<file path="src/rtl/prog_loader_pkg.sv">
// Shared types and constants for the program loader: FSM state encoding and instruction layout.
package prog_loader_pkg;

  localparam logic [7:0] SYNC_BYTE = 8'hA5;
  localparam int         INST_W    = 12;
  localparam int         OPC_W     = 6;
  localparam int         OPR_W     = 6;

  typedef enum logic [2:0] {
    ST_IDLE  = 3'd0,
    ST_LEN   = 3'd1,
    ST_HI    = 3'd2,
    ST_LO    = 3'd3,
    ST_WRITE = 3'd4,
    ST_CSUM  = 3'd5,
    ST_DONE  = 3'd6,
    ST_ERR   = 3'd7
  } state_e;

  // Instruction halves carry six payload bits; the top two bits of a HI/LO byte must be zero.
  function automatic logic is_six_bit(input logic [7:0] b);
    return (b[7:6] == 2'b00);
  endfunction

endpackage

</file>
<file path="src/rtl/loader_timeout_ctr.sv">
// Inter-byte watchdog for the loader. Clears on clear_i or when disabled, and flags expiry
// once it has sat at TIMEOUT_CYCLES-1 while enabled. reset is asynchronous, active-low.
module loader_timeout_ctr #(
  parameter int unsigned TIMEOUT_CYCLES = 50000000
) (
  input  logic clk,
  input  logic reset,
  input  logic clear_i,
  input  logic enable_i,
  output logic expired_o
);

  localparam int unsigned    CNT_W = (TIMEOUT_CYCLES > 1) ? $clog2(TIMEOUT_CYCLES) : 1;
  localparam logic [CNT_W-1:0] LAST = CNT_W'(TIMEOUT_CYCLES - 1);

  logic [CNT_W-1:0] cnt_q, cnt_d;

  always_comb begin
    cnt_d = cnt_q;
    if (clear_i || !enable_i) begin
      cnt_d = '0;
    end else if (cnt_q != LAST) begin
      cnt_d = cnt_q + 1'b1;
    end
  end

  // A byte accepted in the expiry cycle wins, so clear_i masks the flag.
  assign expired_o = enable_i && !clear_i && (cnt_q == LAST);

  // NOTE: state registers use non-blocking assignments so every flop samples pre-edge values.
  always_ff @(posedge clk or negedge reset) begin
    if (!reset) begin
      cnt_q <= '0;
    end else begin
      cnt_q <= cnt_d;
    end
  end

endmodule

</file>
<file path="src/rtl/prog_loader.sv">
// Program loader: unpacks framed bytes (A5, LEN, LEN x {HI,LO}) into 12-bit program words and
// releases the CPU once a full image is written. Define PROG_LOADER_CHECKSUM_EN for a trailing XOR byte.
module prog_loader
  import prog_loader_pkg::*;
#(
  parameter int unsigned MEM_DEPTH      = 64,
  parameter int unsigned ADDR_W         = 6,
  parameter int unsigned TIMEOUT_CYCLES = 50000000
) (
  input  logic              clk,
  input  logic              reset,
  input  logic              rx_valid,
  input  logic [7:0]        rx_data,
  output logic              rx_ready,
  output logic              mem_we,
  output logic [ADDR_W-1:0] mem_addr,
  output logic [INST_W-1:0] mem_wdata,
  output logic              cpu_run,
  output logic              load_done,
  output logic              load_err
);

  localparam int unsigned CNT_W   = $clog2(MEM_DEPTH + 1);
  localparam logic [7:0]  MAX_LEN = 8'(MEM_DEPTH);

  state_e              state_q, state_d;
  logic [CNT_W-1:0]    len_q, len_d;
  logic [CNT_W-1:0]    cnt_q, cnt_d;
  logic [OPC_W-1:0]    opc_q, opc_d;
  logic [INST_W-1:0]   wdata_q, wdata_d;
  logic [ADDR_W-1:0]   addr_q, addr_d;
  logic                run_q, run_d;
  logic                done_q, done_d;
  logic                err_q, err_d;
`ifdef PROG_LOADER_CHECKSUM_EN
  logic [7:0]          csum_q, csum_d;
`endif

  logic accept;
  logic tmo_en;
  logic tmo_expired;
  logic enter_err;
  logic enter_done;

  assign rx_ready = (state_q != ST_WRITE);
  assign accept   = rx_valid && rx_ready;
  assign tmo_en   = (state_q == ST_LEN) || (state_q == ST_HI) ||
                    (state_q == ST_LO)  || (state_q == ST_CSUM);

  loader_timeout_ctr #(
    .TIMEOUT_CYCLES (TIMEOUT_CYCLES)
  ) u_timeout (
    .clk       (clk),
    .reset     (reset),
    .clear_i   (accept),
    .enable_i  (tmo_en),
    .expired_o (tmo_expired)
  );

  // NOTE: every variable gets its hold value first so no path through the case infers a latch.
  always_comb begin
    state_d    = state_q;
    len_d      = len_q;
    cnt_d      = cnt_q;
    opc_d      = opc_q;
    wdata_d    = wdata_q;
    addr_d     = addr_q;
    run_d      = run_q;
    done_d     = done_q;
    err_d      = err_q;
`ifdef PROG_LOADER_CHECKSUM_EN
    csum_d     = csum_q;
`endif
    enter_err  = 1'b0;
    enter_done = 1'b0;

    case (state_q)
      ST_IDLE, ST_DONE, ST_ERR: begin
        if (accept && (rx_data == SYNC_BYTE)) begin
          state_d = ST_LEN;
          run_d   = 1'b0;
          done_d  = 1'b0;
          err_d   = 1'b0;
          addr_d  = '0;
          cnt_d   = '0;
`ifdef PROG_LOADER_CHECKSUM_EN
          csum_d  = '0;
`endif
        end
      end

      ST_LEN: begin
        if (accept) begin
          if ((rx_data == 8'd0) || (rx_data > MAX_LEN)) begin
            enter_err = 1'b1;
          end else begin
            len_d   = rx_data[CNT_W-1:0];
            state_d = ST_HI;
          end
        end else if (tmo_expired) begin
          enter_err = 1'b1;
        end
      end

      ST_HI: begin
        if (accept) begin
          if (!is_six_bit(rx_data)) begin
            enter_err = 1'b1;
          end else begin
            opc_d   = rx_data[OPC_W-1:0];
`ifdef PROG_LOADER_CHECKSUM_EN
            csum_d  = csum_q ^ rx_data;
`endif
            state_d = ST_LO;
          end
        end else if (tmo_expired) begin
          enter_err = 1'b1;
        end
      end

      ST_LO: begin
        if (accept) begin
          if (!is_six_bit(rx_data)) begin
            enter_err = 1'b1;
          end else begin
            wdata_d = {opc_q, rx_data[OPR_W-1:0]};
`ifdef PROG_LOADER_CHECKSUM_EN
            csum_d  = csum_q ^ rx_data;
`endif
            state_d = ST_WRITE;
          end
        end else if (tmo_expired) begin
          enter_err = 1'b1;
        end
      end

      // The strobe itself is decoded from the state; here only the bookkeeping advances.
      ST_WRITE: begin
        addr_d = addr_q + 1'b1;
        cnt_d  = cnt_q + 1'b1;
        if (cnt_d == len_q) begin
`ifdef PROG_LOADER_CHECKSUM_EN
          state_d    = ST_CSUM;
`else
          enter_done = 1'b1;
`endif
        end else begin
          state_d = ST_HI;
        end
      end

`ifdef PROG_LOADER_CHECKSUM_EN
      ST_CSUM: begin
        if (accept) begin
          if (rx_data == csum_q) begin
            enter_done = 1'b1;
          end else begin
            enter_err = 1'b1;
          end
        end else if (tmo_expired) begin
          enter_err = 1'b1;
        end
      end
`endif

      default: begin
        state_d = ST_IDLE;
      end
    endcase

    if (enter_err) begin
      state_d = ST_ERR;
      err_d   = 1'b1;
      run_d   = 1'b0;
      done_d  = 1'b0;
    end else if (enter_done) begin
      state_d = ST_DONE;
      run_d   = 1'b1;
      done_d  = 1'b1;
    end
  end

  always_ff @(posedge clk or negedge reset) begin
    if (!reset) begin
      state_q <= ST_IDLE;
      len_q   <= '0;
      cnt_q   <= '0;
      opc_q   <= '0;
      wdata_q <= '0;
      addr_q  <= '0;
      run_q   <= 1'b0;
      done_q  <= 1'b0;
      err_q   <= 1'b0;
`ifdef PROG_LOADER_CHECKSUM_EN
      csum_q  <= '0;
`endif
    end else begin
      state_q <= state_d;
      len_q   <= len_d;
      cnt_q   <= cnt_d;
      opc_q   <= opc_d;
      wdata_q <= wdata_d;
      addr_q  <= addr_d;
      run_q   <= run_d;
      done_q  <= done_d;
      err_q   <= err_d;
`ifdef PROG_LOADER_CHECKSUM_EN
      csum_q  <= csum_d;
`endif
    end
  end

  assign mem_we    = (state_q == ST_WRITE);
  assign mem_addr  = addr_q;
  assign mem_wdata = wdata_q;
  assign cpu_run   = run_q;
  assign load_done = done_q;
  assign load_err  = err_q;

endmodule
</file>
<file path="config.mk">
export PLATFORM = sky130hd
export DESIGN_NAME = prog_loader
export DESIGN_NICKNAME = d
export VERILOG_FILES = /design/src/rtl/prog_loader_pkg.sv /design/src/rtl/loader_timeout_ctr.sv /design/src/rtl/prog_loader.sv
export SDC_FILE = /design/constraint.sdc
export NUM_CORES = 1
export LEC_CHECK = 0
export CAP_MARGIN = 0
export CORE_UTILIZATION = 35
export CTS_CLUSTER_SIZE = 24
export DETAILED_ROUTE_END_ITERATION = 8
export DONT_BUFFER_PORTS = 1
export PLACE_DENSITY = 0.6
export SLEW_MARGIN = 20
export SYNTH_ARGS = -nofsm -noshare
export SYNTH_HDL_FRONTEND = slang
export SYNTH_SLANG_ARGS = --single-unit
</file>
<file path="constraint.sdc">
create_clock -name clk -period 2.2 [get_ports clk]
set_input_delay 0 -clock clk [delete_from_list [all_inputs] [get_ports clk]]
set_output_delay 0 -clock clk [all_outputs]
set_load 0.005 [all_outputs]
</file>
-- After elaboration in Yosys (flattened, before gate mapping)
Cells that the tools add are included.
- register bits: 69
- input bits: 11
- output and inout bits: 23
- $add $sub $neg: 3
- magnitude comparators: 1
- eq/ne operators: 21
- muxes and demuxes: 30
- bitwise logic cells: 1
- reduce and logical (&&, ||, !) cells: 29
- operators with widths (operator ; count):
    two-way mux 26 bit ; 2
    two-way mux 3 bit ; 10
    adder 26 x 1 -> 26 bit (second input constant) ; 1
    equality test 26 bit (second input constant) ; 1
    inequality test 26 bit (second input constant) ; 1
    inequality test 4 bit (second input constant) ; 6
    one-hot mux 3 bit (5 select lines) ; 1
    one-hot mux 7 bit (2 select lines) ; 1
    equality test 3 bit (second input constant) ; 4
    two-way mux 1 bit ; 12
    one-hot mux 6 bit (2 select lines) ; 1
    AND reduction 3 bit ; 3
    equality test 8 bit (second input constant) ; 1
    greater-than comparator 8 x 7 -> 1 bit (second input constant) ; 1
    zero test 8 bit ; 1
    inequality test 4 x 3 -> 1 bit (second input constant) ; 2
    AND reduction 8 bit ; 1
    nonzero test 2 bit ; 4
    adder 7 x 1 -> 7 bit (second input constant) ; 1
    equality test 7 bit ; 1
    two-way mux 7 bit ; 1
    adder 6 x 1 -> 6 bit (second input constant) ; 1
    equality test 3 x 2 -> 1 bit (second input constant) ; 2
    two-way mux 6 bit ; 1
    14 further kinds ; 25

-- Longest topological paths before layout
- word-level depth: 11
- mapped depth: 7
- gate-level depth less buffers: 6

-- By module
Synthesis repeated with hierarchy kept, for this count alone.
- cells, all modules: 342
- area, all modules: 3613.5 µm²
- by module, submodules not included (module ; times used ; cells each ; area each (µm²)):
    prog_loader ; 1 ; 199 ; 2214.6
    loader_timeout_ctr ; 1 ; 143 ; 1398.8

-- Least setup slack after synthesis
OpenSTA, ideal clock, no wires.
- path type: reg-to-reg
- start point: reg u_timeout.cnt_q[0]
- end point: reg u_timeout.cnt_q[20]
- library setup time: 0.078 ns
- arrival: 1.707 ns
- data required time: 2.122 ns
- slack: 0.415 ns
- cell stages (with the launch flop): 7
- period minus slack after synthesis: 1.785 ns
- path through: dfrtp_1 > ha_1 > and3_1 > and2_1 > o211ai_2 > or4_1 > a21oi_1
- longest elaborated chain between the ends: 3
- elaborated cells on any way between the ends: 5
- classes of those cells: add/sub: 1; eq/ne: 1; mux: 2; reduce/logical: 1
- RTL lines (what ; RTL line ; RTL):
    from (decl) ; loader_timeout_ctr.sv:16 ; logic [CNT_W-1:0] cnt_q, cnt_d;
    from (signal assigned) ; loader_timeout_ctr.sv:35 ; cnt_q <= cnt_d;
    adder 26 x 1 -> 26 bit ; loader_timeout_ctr.sv:23 ; cnt_d = cnt_q + 1'b1;
    two-way mux 26 bit ; loader_timeout_ctr.sv:22 ; end else if (cnt_q != LAST) begin
    two-way mux 26 bit ; loader_timeout_ctr.sv:20 ; if (clear_i || !enable_i) begin
Parallel ways exist; a longest one is shown, timed or not. The select of a mux whose other input is x is not followed.
A chain may end at the register's enable or synchronous reset.

-- Worst setup path in the final report
- start point: reg state_q[2]
- end point: reg len_q[6]
- longest elaborated chain between the ends: 3
- elaborated cells on any way between the ends: 4
- classes of those cells: eq/ne: 2; reduce/logical: 2
- RTL lines (what ; RTL line ; RTL):
    from (decl) ; prog_loader.sv:26 ; state_e state_q, state_d;
    from (signal assigned) ; prog_loader.sv:198 ; state_q <= state_d;
    inequality test 3 bit ; prog_loader.sv:45 ; assign rx_ready = (state_q != ST_WRITE);
    logical AND 1 bit ; prog_loader.sv:46 ; assign accept = rx_valid && rx_ready;
    AND reduction 3 bit (no source line) * ; - ;
    to (signal assigned) ; prog_loader.sv:199 ; len_q <= len_d;
    to (decl) ; prog_loader.sv:27 ; logic [CNT_W-1:0] len_q, len_d;
Mark *: on every way between the ends. The rest lies on a longest branch, timed or not.

==> summary.txt <==
Outcome
  – Outcome: finished, final reports clean

Flow run
  – # Max-Cap Violations: 0

Critical path
  – Crit path DAT: 2250 ps
  – Crit path launch type: flop
  – Critical Path RT: 2440 ps
  – Crit-path max FO: 14
  – CP max stage delay: 550 ps
  – CP max stage cell: dfrtp_1
  – Critical path endpoint category: flop
  – CP Cell Sequence: nor4b_4, o21ai_1, a211oi_4, buf_4, mux2_2
  – WS Path Type: reg -> reg
  – Worst reg2reg setup slack: 190 ps

Clock network
  – Clk_lat worst skew: 360 ps
  – Root buffer cell: clkbuf_8
  – Max Root-Sink Buffers: 2
  – H-tree depth: 3
  – Clock transition at path regs: 80 ps
  – CTS tree: yes
  – TritonCTS buffer count: 9
  – # clock sinks: 69

Place
  – # port buffers: 0
  – Detailed placer's ending HPWL: 4961 um
  – GPL Wtd Cong: 0.7888

Floorplanning
  – Die Y: 102.4 um
  – Initial core utilization: 36.09%
  – Width of the die: 102.4 um
  – CORE AREA: 0.009774 mm2
  – Boundary Pins: 34
  – Die Area: 0.01048 mm2
  – Num rows: 36

Routing
  – DRC violation count after routing: 0
  – Routed Antenna Nets: 0
  – DR WL/cell: 14.96 um
  – Post-Route WL: 7481 um
  – First-pass DRT Iterations: 5
  – DR iter-0 viols: 154
  – DR vias: 2,679
  – Vias per cell: 5.358

Timing
  – Unrepaired setup endpoints after global routing: false
  – Rel. slew slack: 52.87%
  – Final period utilization: 91.19%
  – Slew @ Worst Pin: 702.7 ps
  – Final number of setup-violating endpoints: 0
  – Worst clock skew: 14.00 ps
  – Tmin final: 2006 ps
  – Fmax: 0.4985 GHz
  – Hold slack: 22.36 ps
  – Final Hold Fails: 0
  – Pins Over Slew Limit: 0
  – Setup TNS: 0 ps

Logic synthesis
  – Syn Area/Cell: 10.40 um2
  – Sequential share of the synthesized area: 48.95%
  – Mapped cell area: 0.003527 mm2
  – Most used DFF post-synth: dfrtp_1
  – Synth area leader: dfrtp_1
  – Synth Instances: 339
  – Post-synth EDFFs: 0
  – Synth unique cells: 53
  – Synth Register Bits: 69
  – Fraction of registers with async set/reset: 100.0%
  – Share of the synthesized area in the top cell type: 48.95%
  – Post-Syn Nets: 353
  – Synth warn: 0
  – Top cells by area, synth: dfrtp_1 (49%), mux2_2 (8.0%), xor2_1 (4.5%), nor2_1 (4.0%), o21ai_0 (2.8%)

Cells and area
  – Fillers: 948
  – Nets: 376
  – Ratio of cells with drive above 1 in the final layout: 16.89%
  – Ant diodes: 0
  – Layout area overhead: 15.01%

GRT
  – First-pass GRT wire length: 12,250 um
  – Total Routing Usage GR: 15.16%
  – Largest net degree at the start of global routing: 70
  – Remaining Overflow, GRT: 0
  – Vias in the first global route: 2,498
  – Initial antenna violation count: 0

Power
  – Pleak: 0.001734 uW
  – Worst vdd ir: 0.3966 mV
  – Pwr/cell area: 1001 mW/mm2

Hold path
  – Min-delay worst type: in -> reg
routing by layer:
metal  wire length, um  global-route usage [%]  up-vias
met5                 0                       0        -
met4               171                   7.033        0
met1              3729                   22.01     1334
li1                  -                       -     1291
met2              3304                   20.70       40
met3               276                   4.172       14
placed cells by master (no fill, tap or decap), drive strengths merged, types with 5 or more instances in the layout:
cell type | netlist | layout
inv | 6 | 10
a31oi | 5 | 5
nor3 | 7 | 7
o21ai | 21 | 21
buf | 3 | 12
nand3 | 10 | 10
xor2 | 18 | 18
nand4 | 10 | 10
nand2 | 23 | 23
clkbuf | 7 | 9
mux2 | 25 | 25
or3 | 7 | 7
dlygate4sd3 | 0 | 10
xnor2 | 11 | 11
and3 | 12 | 12
and2 | 5 | 5
dfrtp | 69 | 69
a21oi | 12 | 12
nor2 | 38 | 38
logic make-up after synthesis:
kind of cell	after synthesis	synth area share [%]
simple gates	133	20.72
flops	69	48.95
compound gates	63	11.92
xor+xnor	29	7.201
mux	26	8.265
buf+inv	16	1.880
fa+ha+maj	3	1.064
flip-flops by register name, indices dropped and copies added (netlist names):
name             count
mem_addr             6
cnt_q                7
opc_q                6
u_timeout.cnt_q     26
load_done            1
state_q              3
mem_wdata           12
len_q                7
load_err             1
final cells by class:
class	count	area [um2]	area share (%)
inverter	6	22.52	0.5552
clock buffer	9	123.9	3.054
tap	133	166.4	4.102
multi-input combinational	254	1743	42.97
clock inverter	7	63.81	1.573
timing repair buffer	22	210.2	5.182
sequential	69	1727	42.57
stage by stage:
step           std cells  power (uW)  instance area (um2)  utilization, %  setup WS [ps]
3_5_place_dp         472        3030                 3725           38.11          199.4
5_1_grt              500        4363                 4056           41.50          37.77
2_1_floorplan        339        2756                 3527               -          415.0
3_3_place_gp         472        2975                 3725           38.11          223.3
6_report             500        4060                 4056           41.50          193.9
4_1_cts              499        4098                 4040           41.33          167.3
synthesized netlist by cell type (all sizes together), types with 5 or more instances:
master   n
or3      7
xnor2   11
and2     5
nand4   10
dfrtp   69
clkbuf   7
inv      6
a21oi   12
nor2    38
nand2   23
and3    12
o21ai   21
xor2    18
nor3     7
nand3   10
a31oi    5
mux2    25
where the power goes:
part	total [uW]	internal (uW)	leakage, uW	switching [uW]
combinational	1070	557	0.000750	509
sequential	2000	1620	0.000894	384
clock	992	434	0.0000903	558
total	4060	2610	0.00173	1450
timing repair:
action,4_1_cts,5_1_grt
setup buffers,0,1
resized for setup,0,1
hold buffers,11,0
hold endpoints to repair,95,0
setup endpoints to repair,0,7
path summary, 6_finish.rpt:
path                                                 from                             end  depth (start not counted)
max                                state_q[2]$_DFFE_PN0P_            len_q[6]$_DFFE_PN0P_                          5
min                                              rx_valid          state_q[1]$_DFFE_PN0P_                          3
min in group asynchronous                           reset            cnt_q[2]$_DFFE_PN0P_                          2
max reg2reg                        state_q[2]$_DFFE_PN0P_            len_q[6]$_DFFE_PN0P_                          5
max in group asynchronous                           reset  u_timeout.cnt_q[4]$_DFFE_PN0P_                          2
min reg2reg                u_timeout.cnt_q[2]$_DFFE_PN0P_  u_timeout.cnt_q[2]$_DFFE_PN0P_                          1
critical path: cells and delay by family (launching register included):
kind / cells / cell delay, ps
multiplexers: 1 / 330
AND/OR/NAND/NOR: 1 / 370
flip-flops: 1 / 550
buffers and inverters: 1 / 190
AO/OA/AOI/OAI: 2 / 450
No activity file was read; power rests on OpenSTA's default activity.
